--- config.mk ---
export PLATFORM = sky130hd
export DESIGN_NAME = gate_vector_player
export DESIGN_NICKNAME = d
export VERILOG_FILES = /design/src/rtl/gate_vec_pkg.sv /design/src/rtl/gate_vec_rom.sv /design/src/rtl/gate_vector_player.sv
export SDC_FILE = /design/constraint.sdc
export NUM_CORES = 1
export LEC_CHECK = 0
export BUFFER_PORTS_ARGS = -buffer_cell sky130_fd_sc_hd__buf_2
export CAP_MARGIN = 5
export CORE_UTILIZATION = 45
export CTS_CLUSTER_SIZE = 30
export DETAILED_ROUTE_END_ITERATION = 12
export GPL_TIMING_DRIVEN = 0
export PLACE_DENSITY = 0.73
export SYNTH_ARGS = -nofsm -noshare
export SYNTH_HDL_FRONTEND = slang
export SYNTH_SLANG_ARGS = --single-unit
--- constraint.sdc ---
create_clock -name clk -period 2.1 [get_ports clk]
set_input_delay 0.21 -clock clk [delete_from_list [all_inputs] [get_ports clk]]
set_output_delay 0.21 -clock clk [all_outputs]
set_load 0.1 [all_outputs]
--- src/rtl/gate_vec_pkg.sv ---
// Shared types and the default stimulus table for the gate vector player.
// Table entries 8..15 are zero vectors expecting 0.
package gate_vec_pkg;

  typedef enum logic [2:0] {IDLE, APPLY, SETTLE, SAMPLE, DONE} state_t;

  localparam int VEC_DEPTH = 16;
  localparam int TBL_W     = 8;

  // Packed tables are written MSB first: index 15 leftmost, index 0 rightmost.
  localparam logic [VEC_DEPTH-1:0][TBL_W-1:0] DEF_X = {
    {8{8'h00}},
    8'hFF, 8'hE4, 8'hF4, 8'hE4, 8'hE4, 8'hE5, 8'h67, 8'h67
  };
  localparam logic [VEC_DEPTH-1:0][TBL_W-1:0] DEF_Y = {
    {8{8'h00}},
    8'hFF, 8'hFF, 8'hDF, 8'hDF, 8'h1F, 8'h1F, 8'h1F, 8'h1B
  };
  localparam logic [VEC_DEPTH-1:0] DEF_EXP = 16'b0000_0000_1110_0110;

endpackage

--- src/rtl/gate_vec_rom.sv ---
// Combinational vector lookup: index to {x, y, expected bit}.
module gate_vec_rom
  import gate_vec_pkg::*;
#(
  parameter int DATA_W = 8,
  parameter int IDX_W  = 4
) (
  input  logic [IDX_W-1:0]  idx,
  output logic [DATA_W-1:0] x,
  output logic [DATA_W-1:0] y,
  output logic              exp_bit
);

  assign x       = DATA_W'(DEF_X[idx]);
  assign y       = DATA_W'(DEF_Y[idx]);
  assign exp_bit = DEF_EXP[idx];

endmodule

--- src/rtl/gate_vector_player.sv ---
// Plays the vector table into the comparison gate, samples its output after
// a settle window and keeps a pass flag, error count and first-fail index.
module gate_vector_player
  import gate_vec_pkg::*;
#(
  parameter int DATA_W     = 8,
  parameter int NUM_VEC    = 8,
  parameter int SETTLE_CYC = 2,
  parameter int IDX_W      = 4
) (
  input  logic              clk,
  input  logic              rst_n,
  input  logic              start,
  output logic [DATA_W-1:0] x,
  output logic [DATA_W-1:0] y,
  input  logic              dut_out,
  output logic              busy,
  output logic              done,
  output logic              pass,
  output logic [IDX_W:0]    err_count,
  output logic [IDX_W-1:0]  fail_idx,
  output logic [IDX_W-1:0]  cur_idx
);

  localparam int               EW          = IDX_W + 1;
  localparam logic [IDX_W-1:0] LAST_IDX    = IDX_W'(NUM_VEC - 1);
  localparam logic [3:0]       SETTLE_LAST = 4'(SETTLE_CYC - 1);

  state_t              state, state_nxt;
  logic [3:0]          settle_cnt;
  logic [DATA_W-1:0]   rom_x, rom_y;
  logic                rom_exp;
  logic                mismatch;
  logic [IDX_W:0]      err_nxt;

  gate_vec_rom #(.DATA_W(DATA_W), .IDX_W(IDX_W)) u_rom (
    .idx     (cur_idx),
    .x       (rom_x),
    .y       (rom_y),
    .exp_bit (rom_exp)
  );

  always_ff @(posedge clk or negedge rst_n) begin
    if (!rst_n) state <= IDLE;
    else        state <= state_nxt;
  end

  always_comb begin
    state_nxt = state;
    case (state)
      IDLE:    if (start) state_nxt = APPLY;
      APPLY:   state_nxt = SETTLE;
      SETTLE:  if (settle_cnt == SETTLE_LAST) state_nxt = SAMPLE;
      SAMPLE:  state_nxt = (cur_idx == LAST_IDX) ? DONE : APPLY;
      DONE:    state_nxt = IDLE;
      default: state_nxt = IDLE;
    endcase
  end

  // Saturating error count; next value also feeds pass so the last sample counts.
  always_comb begin
    mismatch = (state == SAMPLE) && (dut_out != rom_exp);
    err_nxt  = err_count;
    if (mismatch && (err_count != '1)) err_nxt = err_count + EW'(1);
  end

  always_ff @(posedge clk or negedge rst_n) begin
    if (!rst_n) begin
      x          <= '0;
      y          <= '0;
      pass       <= 1'b0;
      err_count  <= '0;
      fail_idx   <= '0;
      cur_idx    <= '0;
      settle_cnt <= '0;
    end else begin
      case (state)
        IDLE: begin
          x <= '0;
          y <= '0;
          if (start) begin
            err_count <= '0;
            fail_idx  <= '0;
            cur_idx   <= '0;
            pass      <= 1'b0;
          end
        end
        APPLY: begin
          x          <= rom_x;
          y          <= rom_y;
          settle_cnt <= '0;
        end
        SETTLE: settle_cnt <= settle_cnt + 4'd1;
        SAMPLE: begin
          err_count <= err_nxt;
          if (mismatch && (err_count == '0)) fail_idx <= cur_idx;
          if (cur_idx == LAST_IDX) pass <= (err_nxt == '0);
          else                     cur_idx <= cur_idx + IDX_W'(1);
        end
        DONE: begin
          x <= '0;
          y <= '0;
        end
        default: ;
      endcase
    end
  end

  assign busy = (state == APPLY) || (state == SETTLE) || (state == SAMPLE);
  assign done = (state == DONE);

endmodule
Yosys cells after proc, flatten, opt, wreduce, memory -nomap -nowiden
Memory sizes are Yosys's and may differ from the RTL's.
Cells that the tools add are included.
{ "word_totals": {"ff_bits": 37, "latch_bits": 0, "mem_bits_rw": 0, "mem_bits_ro": 272, "in_bits": 4, "out_inout_bits": 32, "wordCells": 66, "n_memories": 3} }
{ "mem_list": {"columns": ["memory", "depth", "width", "rd", "rd_clocked_by_memory_dff", "wr", "line_no", "text"], "rows": [
  ["(name not given)", 16, 8, 1, 0, 0, "gate_vec_rom.sv:14", "assign x = DATA_W'(DEF_X[idx]);"],
  ["(name not given)", 16, 8, 1, 0, 0, "gate_vec_rom.sv:15", "assign y = DATA_W'(DEF_Y[idx]);"],
  ["(name not given)", 16, 1, 1, 0, 0, "gate_vec_rom.sv:16", "assign exp_bit = DEF_EXP[idx];"]
]} }
{ "classes": {"add_sub_neg": 3, "mul": 0, "n_div": 0, "magnitude_cmp": 1, "eq_ne": 13, "n_shift": 0, "mux": 21, "bitwise_logic": 0, "reduce_logical": 17} }
{ "ops": {"columns": ["operator", "n"], "rows": [
  ["case mux 8 bit (2 select lines)", 2],
  ["case mux 4 bit (2 select lines)", 3],
  ["two-way mux 8 bit", 2],
  ["two-way mux 4 bit", 3],
  ["case mux 3 bit (4 select lines)", 1],
  ["logical NOT 5 bit", 2],
  ["two-way mux 5 bit", 2],
  ["case mux 5 bit (2 select lines)", 1],
  ["two-way mux 3 bit", 3],
  ["AND reduction 3 bit", 3],
  ["adder 4 x 1 -> 4 bit (second input constant)", 2],
  ["equality test 3 x 2 -> 1 bit (second input constant)", 2],
  ["!= test 2 bit (second input constant)", 3],
  ["nonzero test 2 bit", 3],
  ["adder 5 x 1 -> 5 bit (second input constant)", 1],
  ["< comparator 4 x 5 -> 1 bit (second input constant)", 1],
  ["!= test 5 bit (second input constant)", 1],
  ["equality test 4 x 1 -> 1 bit (second input constant)", 1],
  ["equality test 4 x 3 -> 1 bit (second input constant)", 1],
  ["!= test 2 x 1 -> 1 bit (second input constant)", 2],
  ["AND reduction 2 bit", 2],
  ["equality test 3 x 1 -> 1 bit (second input constant)", 1],
  ["equality test 3 bit (second input constant)", 1],
  ["logical AND 1 bit", 3],
  ["other kinds (6)", 9]
]} }

Depth between registers and ports, before layout
{ "logic_depth": {"ltp_word": 9, "mapped_depth": 8, "depth_no_buf": 8} }

By module
A second synthesis with hierarchy kept.
{ "hier_totals": {"hier_cells": 231, "area_unflattened_um2": 2073.2} }
{ "modules_own_cells": {"columns": ["mod", "n_inst", "cells_per_inst", "area_per_inst_um2", "seq_area_each_um2"], "rows": [
  ["gate_vector_player", 1, 202, 1880.6, 925.9],
  ["gate_vec_rom", 1, 29, 192.7, 0.0]
]} }

Least setup slack after synthesis
No wires, ideal clock.
{ "synth_path": {"kind": "reg2reg", "from": "register err_count[0]", "to": "register pass", "setup_ns": 0.104, "t_arrival_ns": 2.567, "setup_slack_ns": -0.571, "path_stages_with_launch": 9, "path_buffers": 0, "cell_sequence": "dfrtp_1 ha_1 and3_1 ha_1 nand4b_1 nor4_1 mux2i_1 xnor2_1 o41ai_2"} }
{ "synth_between": {"elab_chain_len": 6} }
{ "synth_rtl": {"columns": ["element", "line_no", "text"], "rows": [
  ["start, declared", "gate_vector_player.sv:20", "output logic [IDX_W:0] err_count,"],
  ["start signal, assigned", "gate_vector_player.sv:95", "err_count <= err_nxt;"],
  ["parallel branches: the longest is 2 deep, another holds adder 5 x 1 -> 5 bit", null, null],
  ["two-way mux 5 bit *", "gate_vector_player.sv:64", "if (mismatch && (err_count != '1)) err_nxt = err_count + EW'(1);"],
  ["logical NOT 5 bit *", "gate_vector_player.sv:97", "if (cur_idx == LAST_IDX) pass <= (err_nxt == '0);"],
  ["two-way mux 1 bit *", "gate_vector_player.sv:97", null],
  ["case mux 1 bit (2 select lines) *", "gate_vector_player.sv:77", "case (state)"],
  ["end signal, assigned", "gate_vector_player.sv:97", null],
  ["end, declared", "gate_vector_player.sv:19", "output logic pass,"]
]} }
Every way passes the cells marked *. The select of a mux whose other input is x is not followed.
A chain may end at the register's enable or synchronous reset.

Final worst setup path
Ends and elaborated chain as after synthesis.

==> impl_metrics.json <==
{
  "initial_core_util_pct": 47.59,
  "yosys_warnings": 0,
  "synth-compound-area-share_pct": 15.11,
  "wl_met3_um": 157,
  "ys_types": 42,
  "via_per_inst": 5.252,
  "synth-async-reset-ratio_pct": 100.0,
  "fin_cells": 270,
  "htreeDepth": 2,
  "syn_nets": 186,
  "critPathMaxFanout": 4,
  "synth_top_area_share_pct": 42.77,
  "synth_top_cells_by_count": "dfrtp_1 (30), nor2_1 (17), o21ai_0 (13), nand2_1 (10), ha_1 (9)",
  "grt_overflow": 0,
  "vias": 1418,
  "area_delta_synth_final_pct": 26.30,
  "cts-root-buf": "clkbuf_8",
  "synth_edf_count": 0,
  "finalClockSkew_ps": 6.043,
  "slew_headroom_pct": 54.22,
  "synth_fa_ha_area_share_pct": 6.415,
  "detail-route-antenna-nets": 0,
  "grt.total_usage_pct": 18.93,
  "dp_hpwl_um": 2509,
  "dp.cells": 255,
  "rows": 22,
  "drt_iter0_drc": 116,
  "synthCells": 173,
  "yosysMostFrequentCell": "dfrtp_1",
  "fillers": 326,
  "status": "finished, violations left",
  "rsz0062_at_grt": "yes",
  "cts_buffers": 5,
  "drc_errors": 0,
  "final.period_utilization_pct": 101.7,
  "synthMuxAreaShare_pct": 6.130,
  "wl_met2_um": 1736,
  "die-area_mm2": 0.004154,
  "ys_seq_area_share_pct": 42.77,
  "violations": "negative setup slack",
  "cts_num_sinks": 30,
  "arrival_ps": 2320,
  "yosys.area_share.simple_pct": 19.67,
  "cap_violations": 0,
  "antennaDiodeCount": 0,
  "hold_class": "input port to flop",
  "wl_per_cell_um": 13.18,
  "yosys.area.top_type": "dfrtp_1",
  "crit_type": "flop to flop",
  "antenna_found_initial": 0,
  "drv_slew": 0,
  "cp.required_ps": 2280,
  "syn_area_mm2": 0.001755,
  "yosys-top-cells-area": "dfrtp_1 (43%), ha_1 (6.4%), mux2i_1 (4.0%), o21ai_0 (3.7%), nor2_1 (3.6%)",
  "ys.flop_type": "dfrtp_1",
  "pin_count": 36,
  "die_w_um": 64.46,
  "grt_pass1_wl_um": 5968,
  "dr.pass1.iters": 4,
  "coreArea_mm2": 0.003689,
  "yosys_register_bits": 30,
  "die_h_um": 64.46,
  "worst_pin_slew_ps": 686.7,
  "wl_met1_um": 1616,
  "min_period_ps": 2136,
  "portBuffers": 34,
  "fmax_mhz": 468.3,
  "start_kind": "flop",
  "synth.avg_cell_area_um2": 10.15,
  "nets": 234,
  "clock_path_buffers": 2,
  "hold_violations": 0,
  "post_route_cells_drive_above_1_share_pct": 39.19,
  "grt_max_degree": 31,
  "synth_xor_area_share_pct": 2.495,
  "topRoutingLayerUsed": "met4",
  "synth_top_family_by_area": "simple AND/OR/NAND/NOR gates",
  "cts_tree": "yes",
  "routabilityCongestion": 0.7705,
  "clk-insertion-delay-late_ps": 280,
  "worst_slack_ps": -35.57,
  "wl_um": 3558,
  "setup_viol": 1,
  "grt_pass1_vias": 1322,
  "clk_pin_slew_ps": 60,
  "critPathCaptureType": "flop"
}
==> final timing paths <==
kind,start,to,slack (ps),depth (start not counted)
setup / recovery,err_count[0]$_DFFE_PN0P_,pass$_DFFE_PN0P_,-40,8
hold / removal,start,state[0]$_DFFE_PN0P_,320,5
setup reg to reg,err_count[0]$_DFFE_PN0P_,pass$_DFFE_PN0P_,-40,8
hold reg to reg,x[1]$_DFFE_PN0P_,x[1]$_DFFE_PN0P_,470,2
max in group asynchronous,rst_n,err_count[0]$_DFFE_PN0P_,1080,2
min in group asynchronous,rst_n,x[6]$_DFFE_PN0P_,510,2
==> state kept, by name, indices dropped and copies added (netlist names) <==
register	flops
cur_idx	4
fail_idx	4
settle_cnt	4
y	3
pass	1
err_count	5
x	6
state	3
==> layout by cell type (no fill, tap or decap), types with 2 or more instances in the layout <==
cell and n:
buf_4 13, ha_4 3, nor3_1 8, nand3_1 2, a21oi_1 8, clkbuf_1 3
mux2_4 2, buf_6 2, clkbuf_8 6, nor2_1 16, nand2_1 10, dfrtp_4 4
nor3_2 3, inv_2 2, a22o_1 7, dfrtp_1 22, o21ai_0 13, mux2i_1 7
xnor2_1 5, ha_1 6, nand2b_1 3, a32o_1 3, inv_1 6, dfrtp_2 4
clkbuf_4 2, buf_2 34, a21o_1 3
==> critical path, stage by stage, from the launching register on <==
cell and delay, ps:
dfrtp_4 490, ha_4 180, and3_4 180, ha_4 150, buf_4 140, nor4b_2 280
mux2i_1 180, xnor2_1 170, o41ai_2 270
==> area by class of cell <==
class	count	area (um2)	share of cell area (%)
well taps	48	60.06	2.709
inverters	9	33.78	1.524
clock inverters	1	5.005	0.2257
plain buffers	14	96.34	4.345
repair buffers	41	230.2	10.38
clock buffers	7	86.33	3.894
multi-input cells	120	934.6	42.16
flip-flops and latches	30	770.7	34.76
==> through the flow <==
stage	hold WS, ps	cell area (um2)	TNS, ps	util, %	worst slack (ps)
2_1_floorplan	-85.59	1807	-265.1	-	-180.9
3_3_place_gp	288.9	2037	-69.11	55.22	-69.11
3_5_place_dp	287.7	2037	-114.8	55.22	-108.2
4_1_cts	323.6	2178	-88.77	59.06	-67.58
5_1_grt	413.9	2217	-345.6	60.11	-135.8
6_report	321.5	2217	-35.57	60.11	-35.57
==> cells by family (layout without fill, tap and decap cells) <==
kind of cell,Yosys count,in the layout
buf+inv,23,72
mux,10,10
compound gates,38,38
xor+xnor,5,5
fa+ha+maj,9,9
flops,30,30
simple gates,58,58
==> metal layers <==
| layer | global-route usage (%) | vias up |
|---|---|---|
| li1 | - | 699 |
| met1 | 22.80 | 679 |
| met2 | 32.11 | 33 |
| met3 | 5.986 | 7 |
| met4 | 5.833 | 0 |
| met5 | 0 | - |
==> timing repair <==
action                     in CTS  in global routing
setup endpoints to repair       2                  7
gates resized for setup         3                  4
pin swaps                       4                  2
hold buffers                    1                  0
hold endpoints to repair       30                  0
buffers inserted                3                  3
Power is not shown: default switching activity piles up to over one toggle a cycle in this logic, so the estimate is an artifact.
